**src/rtl/serial_sub_pkg.sv**
```systemverilog
// Shared definitions for the bit-serial subtractor: FSM state encodings and
// full-subtractor truth tables, indexed by {a, b, bin}.
package serial_sub_pkg;

  typedef enum logic [1:0] {
    S_IDLE = 2'd0,
    S_RUN  = 2'd1,
    S_DONE = 2'd2
  } state_t;

  // Bit i of each table is the cell output for the input combination {a, b, bin} == i.
  localparam logic [7:0] FS_DIFF_TT = 8'b1001_0110;
  localparam logic [7:0] FS_BOUT_TT = 8'b1000_1110;

endpackage

```
**src/rtl/serial_sub_full_sub.sv**
```systemverilog
// Combinational full-subtractor cell (a - b - bin -> d, bout); the subtraction
// counterpart of the full-adder cell, looked up from the shared truth tables.
module serial_sub_full_sub
  import serial_sub_pkg::*;
(
  input  logic a_i,
  input  logic b_i,
  input  logic bin_i,
  output logic d_o,
  output logic bout_o
);

  logic [2:0] idx;

  assign idx    = {a_i, b_i, bin_i};
  assign d_o    = FS_DIFF_TT[idx];
  assign bout_o = FS_BOUT_TT[idx];

endmodule

```
**src/rtl/serial_sub.sv**
```systemverilog
// Bit-serial WIDTH-bit subtractor (diff = a_in - b_in - bin), LSB first, with a
// start/busy/valid handshake. Define SERIAL_SUB_OVF_EN to add the signed-overflow output.
module serial_sub
  import serial_sub_pkg::*;
#(
  parameter int WIDTH = 8
) (
  input  logic             clk,
  input  logic             rst_n,
  input  logic             start,
  input  logic [WIDTH-1:0] a_in,
  input  logic [WIDTH-1:0] b_in,
  input  logic             bin,
  output logic             busy,
  output logic             valid,
  output logic [WIDTH-1:0] diff,
  output logic             bout
`ifdef SERIAL_SUB_OVF_EN
  ,
  output logic             ovf
`endif
);

  localparam int CW = (WIDTH > 1) ? $clog2(WIDTH) : 1;
  localparam logic [CW-1:0] LAST = CW'(WIDTH - 1);

  state_t           state_q;
  logic [WIDTH-1:0] a_sh_q, b_sh_q, d_sh_q, d_sh_d;
  logic             brw_q;
  logic [CW-1:0]    cnt_q, cnt_d;
  logic             busy_q, valid_q, bout_q;
  logic [WIDTH-1:0] diff_q;
  logic             d_bit, bo_bit;

  serial_sub_full_sub u_cell (
    .a_i   (a_sh_q[0]),
    .b_i   (b_sh_q[0]),
    .bin_i (brw_q),
    .d_o   (d_bit),
    .bout_o(bo_bit)
  );

  assign d_sh_d = {d_bit, d_sh_q[WIDTH-1:1]};
  assign cnt_d  = cnt_q + CW'(1);

`ifdef SERIAL_SUB_OVF_EN
  logic ovf_q;
  // On the last RUN cycle the operand LSBs are the MSBs, so overflow is resolved as diff is.
  logic ovf_d;
  assign ovf_d = (a_sh_q[0] != b_sh_q[0]) && (d_bit != a_sh_q[0]);
  assign ovf   = ovf_q;
`endif

  always_ff @(posedge clk or negedge rst_n) begin
    if (!rst_n) begin
      state_q <= S_IDLE;
      a_sh_q  <= '0;
      b_sh_q  <= '0;
      d_sh_q  <= '0;
      brw_q   <= 1'b0;
      cnt_q   <= '0;
      busy_q  <= 1'b0;
      valid_q <= 1'b0;
      diff_q  <= '0;
      bout_q  <= 1'b0;
`ifdef SERIAL_SUB_OVF_EN
      ovf_q   <= 1'b0;
`endif
    end else begin
      case (state_q)
        S_IDLE: begin
          valid_q <= 1'b0;
          if (start) begin
            a_sh_q  <= a_in;
            b_sh_q  <= b_in;
            brw_q   <= bin;
            cnt_q   <= '0;
            busy_q  <= 1'b1;
            state_q <= S_RUN;
          end
        end
        S_RUN: begin
          d_sh_q <= d_sh_d;
          a_sh_q <= a_sh_q >> 1;
          b_sh_q <= b_sh_q >> 1;
          brw_q  <= bo_bit;
          cnt_q  <= cnt_d;
          // Results are loaded with the final bit so they are already visible in DONE.
          if (cnt_q == LAST) begin
            state_q <= S_DONE;
            valid_q <= 1'b1;
            diff_q  <= d_sh_d;
            bout_q  <= bo_bit;
`ifdef SERIAL_SUB_OVF_EN
            ovf_q   <= ovf_d;
`endif
          end
        end
        S_DONE: begin
          valid_q <= 1'b0;
          busy_q  <= 1'b0;
          state_q <= S_IDLE;
        end
        default: begin
          valid_q <= 1'b0;
          busy_q  <= 1'b0;
          state_q <= S_IDLE;
        end
      endcase
    end
  end

  assign busy  = busy_q;
  assign valid = valid_q;
  assign diff  = diff_q;
  assign bout  = bout_q;

endmodule
```
**config.mk**
```make
export PLATFORM = sky130hd
export DESIGN_NAME = serial_sub
export DESIGN_NICKNAME = d
export VERILOG_FILES = /design/src/rtl/serial_sub_pkg.sv /design/src/rtl/serial_sub_full_sub.sv /design/src/rtl/serial_sub.sv
export SDC_FILE = /design/constraint.sdc
export NUM_CORES = 1
export LEC_CHECK = 0
export BUFFER_PORTS_ARGS = -buffer_cell sky130_fd_sc_hd__clkbuf_2
export CORE_MARGIN = 2
export CORE_UTILIZATION = 55
export DETAILED_ROUTE_END_ITERATION = 8
export PLACE_DENSITY = 0.87
export SLEW_MARGIN = 0
export SYNTH_ARGS = -nofsm -noshare
export SYNTH_HDL_FRONTEND = slang
export SYNTH_SLANG_ARGS = --single-unit
```
**constraint.sdc**
```tcl
create_clock -name clk -period 2.6 [get_ports clk]
set_clock_uncertainty 0.1 [all_clocks]
set_input_delay 0.26 -clock clk [delete_from_list [all_inputs] [get_ports clk]]
set_output_delay 0.26 -clock clk [all_outputs]
set_load 0.005 [all_outputs]
```
; ---- After elaboration in Yosys (flattened, before gate mapping)
; Memory sizes are Yosys's and may differ from the RTL's.
; Cells that the tools add are included.
[word_totals]
register_bits = 41
rom_bits = 16
in_bits = 20
out_inout_bits = 11
word_cells = 42
mem_count = 2
[memory_table]
columns = name, words, width, read_ports, rd_ports_with_merged_regs, write_ports, line
row1 = (name not given), 8, 1, 1, 0, 0, serial_sub_full_sub.sv:17  ; assign bout_o = FS_BOUT_TT[idx];
row2 = (name not given), 8, 1, 1, 0, 0, serial_sub_full_sub.sv:16  ; assign d_o = FS_DIFF_TT[idx];
[op_classes]
addsub = 1
order_cmp = 1
n_eq_ne = 4
muxes = 17
bitwise = 1
reduce_logical = 6
[op_table]
columns = op, count
row1 = 8-bit case mux with 2 select lines, 2
row2 = 8-bit 2-to-1 mux, 2
row3 = 2-bit AND reduction, 4
row4 = 1-bit 2-to-1 mux, 6
row5 = 3-bit case mux with 2 select lines, 1
row6 = "3-bit by 4-bit less-than comparator with 1-bit output, second input constant", 1
row7 = 2-bit 2-to-1 mux, 2
row8 = "2-bit inequality test, second input constant", 2
row9 = 1-bit case mux with 2 select lines, 2
row10 = 2-bit case mux with 2 select lines, 1
row11 = "3-bit by 1-bit adder with 3-bit output, second input constant", 1
row12 = "3-bit == test, second input constant", 1
row13 = 3-bit 2-to-1 mux, 1
row14 = "2-bit by 1-bit == test with 1-bit output, second input constant", 1
row15 = 2-bit zero test, 1
row16 = 2-bit nonzero test, 1
row17 = 1-bit NOT, 1

; ---- Logic depth before layout (Yosys ltp)
; Gate-level depths: netlist of run 1.
[depth]
ltp_word = 3
mapped_depth = 6
ltp_nobuf = 5

; ---- Modules after synthesis
; From an unflattened synthesis of run 1, not the netlist that was laid out.
[unflattened]
cells_unflattened = 151
area_unflattened_um2 = 1795.5
[modules_own_cells]
columns = mod, instances, cells_per_inst, area_per_inst_um2, seq_area_each_um2
row1 = serial_sub, 1, 144, 1740.4, 1001.0
row2 = serial_sub_full_sub, 1, 7, 55.1, 0.0

; ---- Worst setup path after synthesis of run 1
; Ideal clock, no wire load.
[synth_timing]
path_kind = flip-flop to flip-flop
from = register cnt_q[0]
to = register diff_q[2], in the netlist diff[2]
arrival_ps = 1371
t_required_ps = 2375
setup_slack_ps = 1004
path_stages_with_launch = 6
n_path_buf = 1
period_less_slack_ps = 1596
path_cell_list = dfrtp_1 ha_1 ha_1 nand3b_1 buf_4 mux2_2
[synth_via]
elab_chain_cells = 2
[synth_rtl]
columns = element, line
row1 = from (decl), serial_sub.sv:30  ; logic [CW-1:0] cnt_q, cnt_d;
row2 = from (signal assigned), serial_sub.sv:87  ; cnt_q <= cnt_d;
row3 = 3-bit == test, serial_sub.sv:89  ; if (cnt_q == LAST) begin
row4 = 2-bit AND reduction (no line), n/a
row5 = to (signal assigned), serial_sub.sv:92  ; diff_q <= d_sh_d;
row6 = to (decl), serial_sub.sv:32  ; logic [WIDTH-1:0] diff_q;
; No other way between the ends.
; A chain may end at the register's enable or synchronous reset.

; ---- Final worst setup path of run 1
[layout_timing]
from = register state_q[0]
to = register b_sh_q[0]
[layout_via]
elab_chain_cells = 3
elab_cells_between_ends = 6
[layout_rtl]
columns = element, line
row1 = from (decl), serial_sub.sv:27  ; state_t state_q;
row2 = from (signal assigned), serial_sub.sv:56  ; state_q <= S_IDLE;
row3 = from (signal assigned), serial_sub.sv:79  ; state_q <= S_RUN;
row4 = from (signal assigned), serial_sub.sv:90  ; state_q <= S_DONE;
row5 = 2-bit by 1-bit == test with 1-bit output / 2-bit zero test (equally long branches), serial_sub.sv:70  ; case (state_q)
row6 = 2-bit nonzero test (no line) / 2-bit inequality test (equally long branches), n/a
row7 = 2-bit AND reduction (no line), n/a
row8 = to (signal assigned), serial_sub.sv:75  ; b_sh_q <= b_in;
row9 = to (signal assigned), serial_sub.sv:85  ; b_sh_q <= b_sh_q >> 1;
row10 = to (decl), serial_sub.sv:28  ; logic [WIDTH-1:0] a_sh_q, b_sh_q, d_sh_q, d_sh_d;
; Several ways; a longest one is shown, not always the timed one.

==> flow_metrics.py, run 1 <==
metrics = {
    "die": {
        "die_w_um": 60.30,
        "core_um2": 3028,
        "start_util_pct": 57.56,
        "die_y_um": 60.30,
        "io_pins": 31,
        "dieArea_um2": 3635,
        "rows": 20,
    },
    "clocking": {
        "cts_sinks": 40,
        "cts_max_level": 2,
        "root_buffer": "clkbuf_4",
        "clockBufferDepth": 2,
        "numCtsBuffers": 5,
        "clock_latency_ps": 340,
        "clk_pin_slew_ps": 110,
        "cts-resized-gates": 0,
        "tritoncts": "built",
    },
    "sta": {
        "rsz0062_at_grt": "false",
        "fmax_ghz": 0.5228,
        "tns_ps": 0,
        "setup_viol": 0,
        "min_period_ps": 1913,
        "finalCritPeriodShare_pct": 73.58,
        "max_slew_margin_pct": 23.29,
        "tightest_slew_ps": 1150,
        "finalMaxSlewViolations": 0,
        "hold_violations": 0,
    },
    "critical_path": {
        "ff2ff_path_depth": 2,
        "critical_path_buf_inv_count": 0,
        "timing_worst_setup_path_type": "register to register",
        "crit_family": "compound AO/OA/AOI/OAI gates",
        "critPathMaxStageDelay_ps": 930,
        "worstPathRequired_ps": 2680,
        "crit_arrival_ps": 1990,
        "worst_setup_path_end_kind": "register",
        "startpoint_type": "register",
        "worstPathCellList": "o21bai_2 > o21ai_0",
        "cp_num_cells": 2,
        "crit_fanout": 33,
        "slowest_stage": "o21bai_2",
    },
    "route": {
        "via_per_inst": 5.094,
        "wire_per_inst_um": 12.93,
        "drt-initial-drc-count": 40,
        "wl_mm": 3.026,
        "first_pass_iters": 4,
        "ant_nets": 0,
        "num_vias": 1192,
        "route.detailed.drc": 0,
    },
    "finish": {
        "final_common_cell": "dfrtp_1",
        "diodes": 0,
        "drive_gt1_share_pct": 24.74,
        "nets": 214,
        "syn2layout_area_growth_pct": 12.99,
        "post-route-cell-area_um2": 1969,
        "final_cell_mix": "dfrtp_1, nand2_1, clkbuf_2",
    },
    "grt": {
        "antenna_found_initial": 0,
        "grt_overflow": 0,
        "track_usage_pct": 20.43,
        "grt_max_degree": 41,
        "grt_first_pass_wirelength_mm": 5.299,
        "first_global_vias": 1230,
    },
    "place": {
        "place_area_um2": 1913,
        "gp_congestion": 0.7060,
        "dp_hpwl_mm": 2.158,
        "io_buffers": 30,
    },
    "synthesis": {
        "synth_top_cell_by_area": "dfrtp_1",
        "ys_ff_latch": 40,
        "synth_area_um2": 1743,
        "ys_warn_count": 0,
        "synth_top_area_share_pct": 57.43,
        "yosysSeqAreaShare_pct": 57.43,
        "syn_area_per_cell_um2": 10.96,
        "synth_fp_nets": 183,
        "syn-instance-count": 159,
        "synth_cell_types": 25,
        "synthTopCellsByArea": "dfrtp_1, nand2_1, mux2i_1",
    },
    "status": {
        "run_status": "finished clean",
    },
    "power": {
        "p_per_area_nw_per_um2": 1141,
        "power_mw": 2.248,
        "leakage_nw": 1.022,
        "ir_drop_mv": 0.6218,
    },
    "hold_path": {
        "min_path_type": "input port to register",
        "whs_path_depth": 3,
    },
    "job": {
        "cap_violations": 0,
    },
}
final cells by class:
cell class / count / area (um^2)
tap: 44 / 55.05
sequential: 40 / 1001
clock buffer: 6 / 41.29
clock inverter: 1 / 5.005
timing repair buffer: 32 / 180.2
inverter: 5 / 18.77
fill: 249 / 1059
multi-input combinational: 106 / 668.1
cells in the mapped netlist (all sizes together):
master / instances
or2b: 2
nor2b: 4
nand2: 38
nor2: 2
dfrtp: 40
a21oi: 5
mux2: 7
o21bai: 1
o211ai: 1
a22oi: 1
clkbuf: 1
nand3b: 1
ha: 4
o21ai: 21
buf: 7
mux2i: 14
nand2b: 2
a22o: 2
inv: 5
xnor2: 1
registers in the layout, indices dropped and copies added (netlist names):
name	count
brw_q	1
bout	1
diff	8
state_q	2
b_sh_q	8
a_sh_q	8
busy	1
d_sh_q	7
cnt_q	3
valid	1
report_power, final:
part           switching, mW  internal [mW]
Combinational          0.444          0.432
Sequential             0.179          0.909
Clock                  0.185         0.0997
metal layers:
layer | vias to the layer above | part of all wire [%] | track usage (%)
met5 | - | 0 | 0
met4 | 0 | 2.7 | 9.841
met3 | 9 | 5.4 | 7.143
met2 | 35 | 50 | 32.61
met1 | 556 | 42 | 24.54
li1 | 592 | - | -
cells by family after synthesis:
logic type / share of synthesized area [%]
adder cells (fa/ha/maj): 2.872
flip-flops: 57.43
AND/OR/NAND/NOR: 12.06
buffers and inverters: 4.593
multiplexers: 12.56
XOR/XNOR: 0.5026
AO/OA/AOI/OAI: 9.979
repair_timing:
item / in CTS / in global routing
setup buffers: 0 / 0
hold endpoints to repair: 40 / 0
hold buffers: 1 / 0
path summary, 6_finish.rpt:
path	start	to	slack, ps
max	state_q[0]$_DFFE_PN0P_	b_sh_q[0]$_DFFE_PN0P_	690
min in group asynchronous	rst_n	d_sh_q[4]$_DFFE_PN0P_	470
max reg2reg	state_q[0]$_DFFE_PN0P_	b_sh_q[0]$_DFFE_PN0P_	690
min	b_in[4]	b_sh_q[4]$_DFFE_PN0P_	80
max in group asynchronous	rst_n	a_sh_q[2]$_DFFE_PN0P_	1340
min reg2reg	d_sh_q[1]$_DFFE_PN0P_	d_sh_q[1]$_DFFE_PN0P_	390
through the flow:
stage	worst slack [ps]	cells	hold slack, ps	utilization [%]
2_1_floorplan	1004	159	-135.6	-
3_3_place_gp	803.9	226	334.5	63.18
3_5_place_dp	675.8	226	355.9	63.18
4_1_cts	669.2	234	62.60	65.04
5_1_grt	498.5	234	79.18	65.04
6_report	687.0	234	76.89	65.04
worst register-to-register path, delay by kind of cell, from the launching register on:
kind           cells  cell delay (ps)
AO/OA/AOI/OAI      2             1190
flip-flops         1              470
Power figures use the tool's default switching activity.
==> inputs of run 2 (changes only) <==
--- a/config.mk
+++ b/config.mk
@@ -7,9 +7,9 @@
 export LEC_CHECK = 0
 export BUFFER_PORTS_ARGS = -buffer_cell sky130_fd_sc_hd__clkbuf_2
 export CORE_MARGIN = 2
-export CORE_UTILIZATION = 55
+export CORE_UTILIZATION = 49
 export DETAILED_ROUTE_END_ITERATION = 8
-export PLACE_DENSITY = 0.87
+export PLACE_DENSITY = 0.82
 export SLEW_MARGIN = 0
 export SYNTH_ARGS = -nofsm -noshare
 export SYNTH_HDL_FRONTEND = slang
==> constraint.sdc (replaced) <==
create_clock -name clk -period 1.6 [get_ports clk]
set_clock_uncertainty 0.1 [all_clocks]
set_input_delay 0.16 -clock clk [delete_from_list [all_inputs] [get_ports clk]]
set_output_delay 0.16 -clock clk [all_outputs]
set_load 0.005 [all_outputs]
==> run 2 against run 1 <==
Net effect:
- critical path depth increased by 4
- combinational power increased by 91%
- die area grew 11%
- global-route usage is 0.77 points lower
- count of clock-buffer cells in the layout unchanged
- via count rose by 7.1%
- critical endpoint is now diff[5]$_DFFE_PN0P_
- largest power group unchanged
==> flow_metrics.py, run 2 (synthesis results as in run 1) <==
metrics = {
    "finish": {
        "nets": 239,
        "final_util_pct": 67.40,
        "stdcell_count": 262,
        "final_common_cell": "dfrtp_1",
        "diodes": 0,
        "final_cell_mix": "dfrtp_1, nand2_1, clkbuf_2",
        "drive_gt1_share_pct": 29.17,
        "fillers": 254,
        "syn2layout_area_growth_pct": 31.08,
    },
    "route": {
        "route.detailed.drc": 0,
        "wire_per_inst_um": 12.91,
        "via_per_inst": 4.874,
        "first_pass_iters": 4,
        "wl_mm": 3.382,
        "drt-initial-drc-count": 42,
        "ant_nets": 0,
        "num_vias": 1277,
    },
    "critical_path": {
        "worstPathRequired_ps": 1750,
        "timing_worst_setup_path_type": "register to register",
        "crit_fanout": 6,
        "ff2ff_setup_slack_ps": 3,
        "startpoint_type": "register",
        "slowest_stage": "dfrtp_1",
        "critical_path_buf_inv_count": 2,
        "crit_arrival_ps": 1750,
        "crit_family": "flip-flops",
        "critPathMaxStageDelay_ps": 400,
        "worstPathCellList": "ha_2 > ha_4 > nand3b_1 > buf_6 > buf_12 > mux2_4",
        "worst_setup_path_end_kind": "register",
        "r2r-start": "cnt_q[0]$_DFFE_PN0P_",
        "crit_path_start": "cnt_q[0]$_DFFE_PN0P_",
    },
    "place": {
        "dp_hpwl_mm": 2.101,
        "io_buffers": 30,
        "gp_congestion": 0.7360,
        "dp_cells": 236,
    },
    "grt": {
        "track_usage_pct": 19.66,
        "busiest_layer": "met2",
        "grt_first_pass_wirelength_mm": 6.003,
        "grt_overflow": 0,
        "grt_util_met2_pct": 31.32,
        "grt_use_met1_pct": 24.47,
        "grt_max_degree": 41,
        "use_met3_pct": 4.821,
        "first_global_vias": 1315,
        "antenna_found_initial": 0,
    },
    "power": {
        "internal_power_mw": 2.597,
        "combinationalPowerShare_pct": 41.9,
        "power_mw": 3.981,
        "leakage_nw": 1.194,
        "p_sw_share_pct": 34.76,
        "p_switching_mw": 1.384,
        "p_per_area_nw_per_um2": 1742,
        "power_frac_clock_pct": 13.3,
        "ir_drop_mv": 0.6774,
        "pwr-share-seq_pct": 44.8,
    },
    "die": {
        "die_y_um": 63.64,
        "start_util_pct": 51.42,
        "io_pins": 31,
        "dieArea_um2": 4050,
        "rows": 21,
        "die_w_um": 63.64,
        "core_um2": 3390,
    },
    "job": {
        "cap_violations": 0,
    },
    "clocking": {
        "clockBufferDepth": 2,
        "tritoncts": "built",
        "root_buffer": "clkbuf_4",
        "numCtsBuffers": 5,
        "cts_max_level": 2,
        "clk_pin_slew_ps": 110,
        "clock_latency_ps": 360,
        "cts_sinks": 40,
    },
    "sta": {
        "min_period_ps": 1597,
        "hold_violations": 0,
        "finalCritPeriodShare_pct": 99.81,
        "hold_slack_ps": 14.53,
        "finalMaxSlewViolations": 0,
        "tightest_slew_ps": 503.3,
        "setup_viol": 0,
        "max_slew_margin_pct": 66.45,
        "rsz0062_at_grt": "true",
        "fmax_ghz": 0.6262,
    },
    "hold_path": {
        "min_path_type": "input port to register",
        "min_from": "b_in[5]",
    },
    "status": {
        "run_status": "finished clean",
    },
}
[run 2: metal layers]
metal  vias to the layer above  routed length [um]
met3                         8                 126
li1                        646                   -
met4                         0                  78
met1                       594                1520
met2                        29                1657
met5                         -                   0
[run 2: path summary, 6_finish.rpt]
kind	endpoint	cells after the start
worst max-delay path	diff[5]$_DFFE_PN0P_	6
worst min-delay path	b_sh_q[5]$_DFFE_PN0P_	3
worst max register to register	diff[5]$_DFFE_PN0P_	6
worst min register to register	b_sh_q[2]$_DFFE_PN0P_	2
max in group asynchronous	a_sh_q[5]$_DFFE_PN0P_	3
min in group asynchronous	diff[1]$_DFFE_PN0P_	3
[run 2: through the flow]
stage          setup TNS [ps]  worst slack [ps]  cell area [um^2]
2_1_floorplan               0             4.094              1743
6_report                    0             3.017              2285
3_3_place_gp                0             46.42              1988
4_1_cts                -51.60            -16.64              2273
3_5_place_dp           -63.13            -18.24              1988
5_1_grt                -223.9            -53.99              2285
[run 2: power groups by stage]
stage,Combinational (mW),Clock [mW],Sequential [mW]
6_report,1.67,0.531,1.78
5_1_grt,1.91,0.591,1.85
4_1_cts,1.68,0.547,1.78
3_5_place_dp,1.54,0,1.79
3_3_place_gp,1.47,0,1.76
2_1_floorplan,1.10,0,1.73
[run 2: area by class of cell]
class / count / area, um^2 / area share [%]
clock buffer: 6 / 51.30 / 2.245
timing repair buffer: 57 / 436.7 / 19.11
multi-input combinational: 106 / 709.4 / 31.05
sequential: 40 / 1001 / 43.81
clock inverter: 2 / 10.01 / 0.4381
inverter: 5 / 18.77 / 0.8215
tap: 46 / 57.56 / 2.519
[run 2: repair_timing]
item,CTS,global route
cloned,1,0
pin swaps,2,2
endpoints found under the hold margin,53,0
buffers inserted,2,1
resized for setup,11,1
hold buffers,14,0
setup endpoints to repair,7,9
[run 2: worst min-delay path, delay by kind of cell]
kind	cells	cell delay, ps
buffers and inverters	1	80
multiplexers	1	50
AO/OA/AOI/OAI	1	130
==> inputs of run 3 (changes only) <==
--- a/config.mk
+++ b/config.mk
@@ -10,6 +10,7 @@
 export CORE_UTILIZATION = 49
 export DETAILED_ROUTE_END_ITERATION = 8
 export PLACE_DENSITY = 0.82
+export RECOVER_POWER = 50
 export SLEW_MARGIN = 0
 export SYNTH_ARGS = -nofsm -noshare
 export SYNTH_HDL_FRONTEND = slang
==> run 3 against run 2 <==
Net effect:
- count of clock-buffer cells in the layout unchanged
- global-route usage unchanged
- worst hold slack unchanged
- non-clock buffer count unchanged
- sequential power about the same
- worst setup slack unchanged
- critical endpoint unchanged
- largest cell class unchanged
- largest power group unchanged
- highest routed layer unchanged
==> flow_metrics.py, run 3 (synthesis results as in run 1) <==
metrics = {
    "status": {
        "run_status": "finished clean",
    },
    "place": {
        "gp_congestion": 0.7360,
        "place_area_um2": 1988,
        "io_buffers": 30,
        "post-place-ws_ps": -18.24,
        "dp_hpwl_mm": 2.101,
    },
    "hold_path": {
        "whs_path_depth": 3,
        "hold_end": "b_sh_q[5]$_DFFE_PN0P_",
        "min_path_type": "input port to register",
        "min_from": "b_in[5]",
    },
    "route": {
        "ant_nets": 0,
        "num_vias": 1277,
        "first_pass_iters": 4,
        "route.detailed.drc": 0,
        "wire_per_inst_um": 12.90,
        "via_per_inst": 4.874,
        "drt-initial-drc-count": 42,
        "wl_mm": 3.381,
    },
    "critical_path": {
        "ff2ff_path_depth": 6,
        "ff2ff_setup_slack_ps": 3,
        "critical_path_buf_inv_count": 2,
        "worstPathRequired_ps": 1750,
        "worst_setup_path_end_kind": "register",
        "crit_family": "flip-flops",
        "r2r_end": "diff[5]$_DFFE_PN0P_",
        "crit_arrival_ps": 1750,
        "r2r-start": "cnt_q[0]$_DFFE_PN0P_",
        "timing_worst_setup_path_type": "register to register",
        "cp_num_cells": 6,
        "critPathMaxStageDelay_ps": 400,
        "startpoint_type": "register",
        "worstPathCellList": "ha_2 > ha_4 > nand3b_1 > buf_6 > buf_12 > mux2_4",
        "crit_fanout": 6,
        "slowest_stage": "dfrtp_1",
    },
    "sta": {
        "fmax_ghz": 0.6262,
        "max_slew_margin_pct": 34.89,
        "finalCritPeriodShare_pct": 99.81,
        "tightest_slew_ps": 976.7,
        "rsz0062_at_grt": "true",
        "finalMaxSlewViolations": 0,
        "hold_violations": 0,
        "min_period_ps": 1597,
        "setup_viol": 0,
        "fin_ws_ps": 3.017,
    },
    "grt": {
        "track_usage_pct": 19.66,
        "antenna_found_initial": 0,
        "grt_first_pass_wirelength_mm": 6.003,
        "grt_overflow": 0,
        "grt_max_degree": 41,
        "first_global_vias": 1315,
    },
    "job": {
        "cap_violations": 0,
    },
    "power": {
        "ir_drop_mv": 0.6774,
        "combinationalPowerShare_pct": 41.9,
        "p_per_area_nw_per_um2": 1744,
        "leakage_nw": 1.194,
        "pwr-share-seq_pct": 44.8,
        "internal_power_mw": 2.596,
        "p_switching_mw": 1.384,
        "p_sw_share_pct": 34.77,
        "power_frac_clock_pct": 13.3,
        "power_mw": 3.980,
    },
    "clocking": {
        "tritoncts": "built",
        "cts_max_level": 2,
        "clock_latency_ps": 360,
        "cts_sinks": 40,
        "root_buffer": "clkbuf_4",
        "clk_pin_slew_ps": 110,
        "clockBufferDepth": 2,
        "numCtsBuffers": 5,
    },
    "finish": {
        "post-route-cell-area_um2": 2282,
        "drive_gt1_share_pct": 29.17,
        "diodes": 0,
        "nets": 239,
        "syn2layout_area_growth_pct": 30.94,
        "final_common_cell": "dfrtp_1",
        "final_util_pct": 67.33,
        "final_cell_mix": "dfrtp_1, nand2_1, clkbuf_2",
    },
    "die": {
        "dieArea_um2": 4050,
        "die_y_um": 63.64,
        "start_util_pct": 51.42,
        "io_pins": 31,
        "rows": 21,
        "core_um2": 3390,
        "die_w_um": 63.64,
    },
}
## run 3: cell count changes in the layout (fill, tap and decap cells not counted), sizes merged
cell,before,now
buf,13,12
clkbuf,36,37
## run 3: how the worst max path moves through the flow
stage,from,endpoint
2_1_floorplan,cnt_q[0]$_DFFE_PN0P_,diff[2]$_DFFE_PN0P_
3_3_place_gp,cnt_q[0]$_DFFE_PN0P_,diff[4]$_DFFE_PN0P_
3_5_place_dp,cnt_q[0]$_DFFE_PN0P_,diff[0]$_DFFE_PN0P_
4_1_cts,cnt_q[1]$_DFFE_PN0P_,diff[5]$_DFFE_PN0P_
5_1_grt,cnt_q[0]$_DFFE_PN0P_,diff[6]$_DFFE_PN0P_
6_report,cnt_q[0]$_DFFE_PN0P_,diff[5]$_DFFE_PN0P_
## run 3: stage by stage
step	TNS (ps)	hold slack (ps)	instances
CTS	-51.60	5.610	261
global placement	0	144.3	236
detailed placement	-63.13	148.4	236
finish	0	14.53	262
global route	-223.9	23.61	262
floorplan	0	-235.6	159
## run 3: per-layer routing
metal / part of all wire, % / global-route usage [%] / up-vias
met4: 2.3 / 10.87 / 0
met5: 0 / 0 / -
met2: 49 / 31.32 / 29
met3: 3.7 / 4.821 / 8
met1: 45 / 24.47 / 594
li1: - / - / 646
## run 3: area by class of cell
cell class | instances | area [um^2]
multi-input combinational | 106 | 709.4
timing repair buffer | 57 | 434.2
fill | 255 | 1107
sequential | 40 | 1001
clock buffer | 6 | 51.30
tap | 46 | 57.56
inverter | 5 | 18.77
clock inverter | 2 | 10.01
## run 3: timing repair
action                     in CTS  in global routing
pin swaps                       2                  2
hold buffers                   14                  0
hold endpoints to repair       53                  0
setup endpoints to repair       7                  9
cloned                          1                  0
setup buffers                   2                  1
resized for setup              11                  1
## run 3: power by group through the flow
stage	Sequential, mW	Clock [mW]	Combinational (mW)
2_1_floorplan	1.73	0	1.10
3_3_place_gp	1.76	0	1.47
3_5_place_dp	1.79	0	1.54
4_1_cts	1.78	0.547	1.68
5_1_grt	1.85	0.591	1.91
6_report	1.78	0.531	1.67
## run 3: worst min-delay path, delay by kind of cell
| kind | cells | cell delay, ps |
|---|---|---|
| compound gates | 1 | 130 |
| buf+inv | 1 | 80 |
| mux | 1 | 50 |
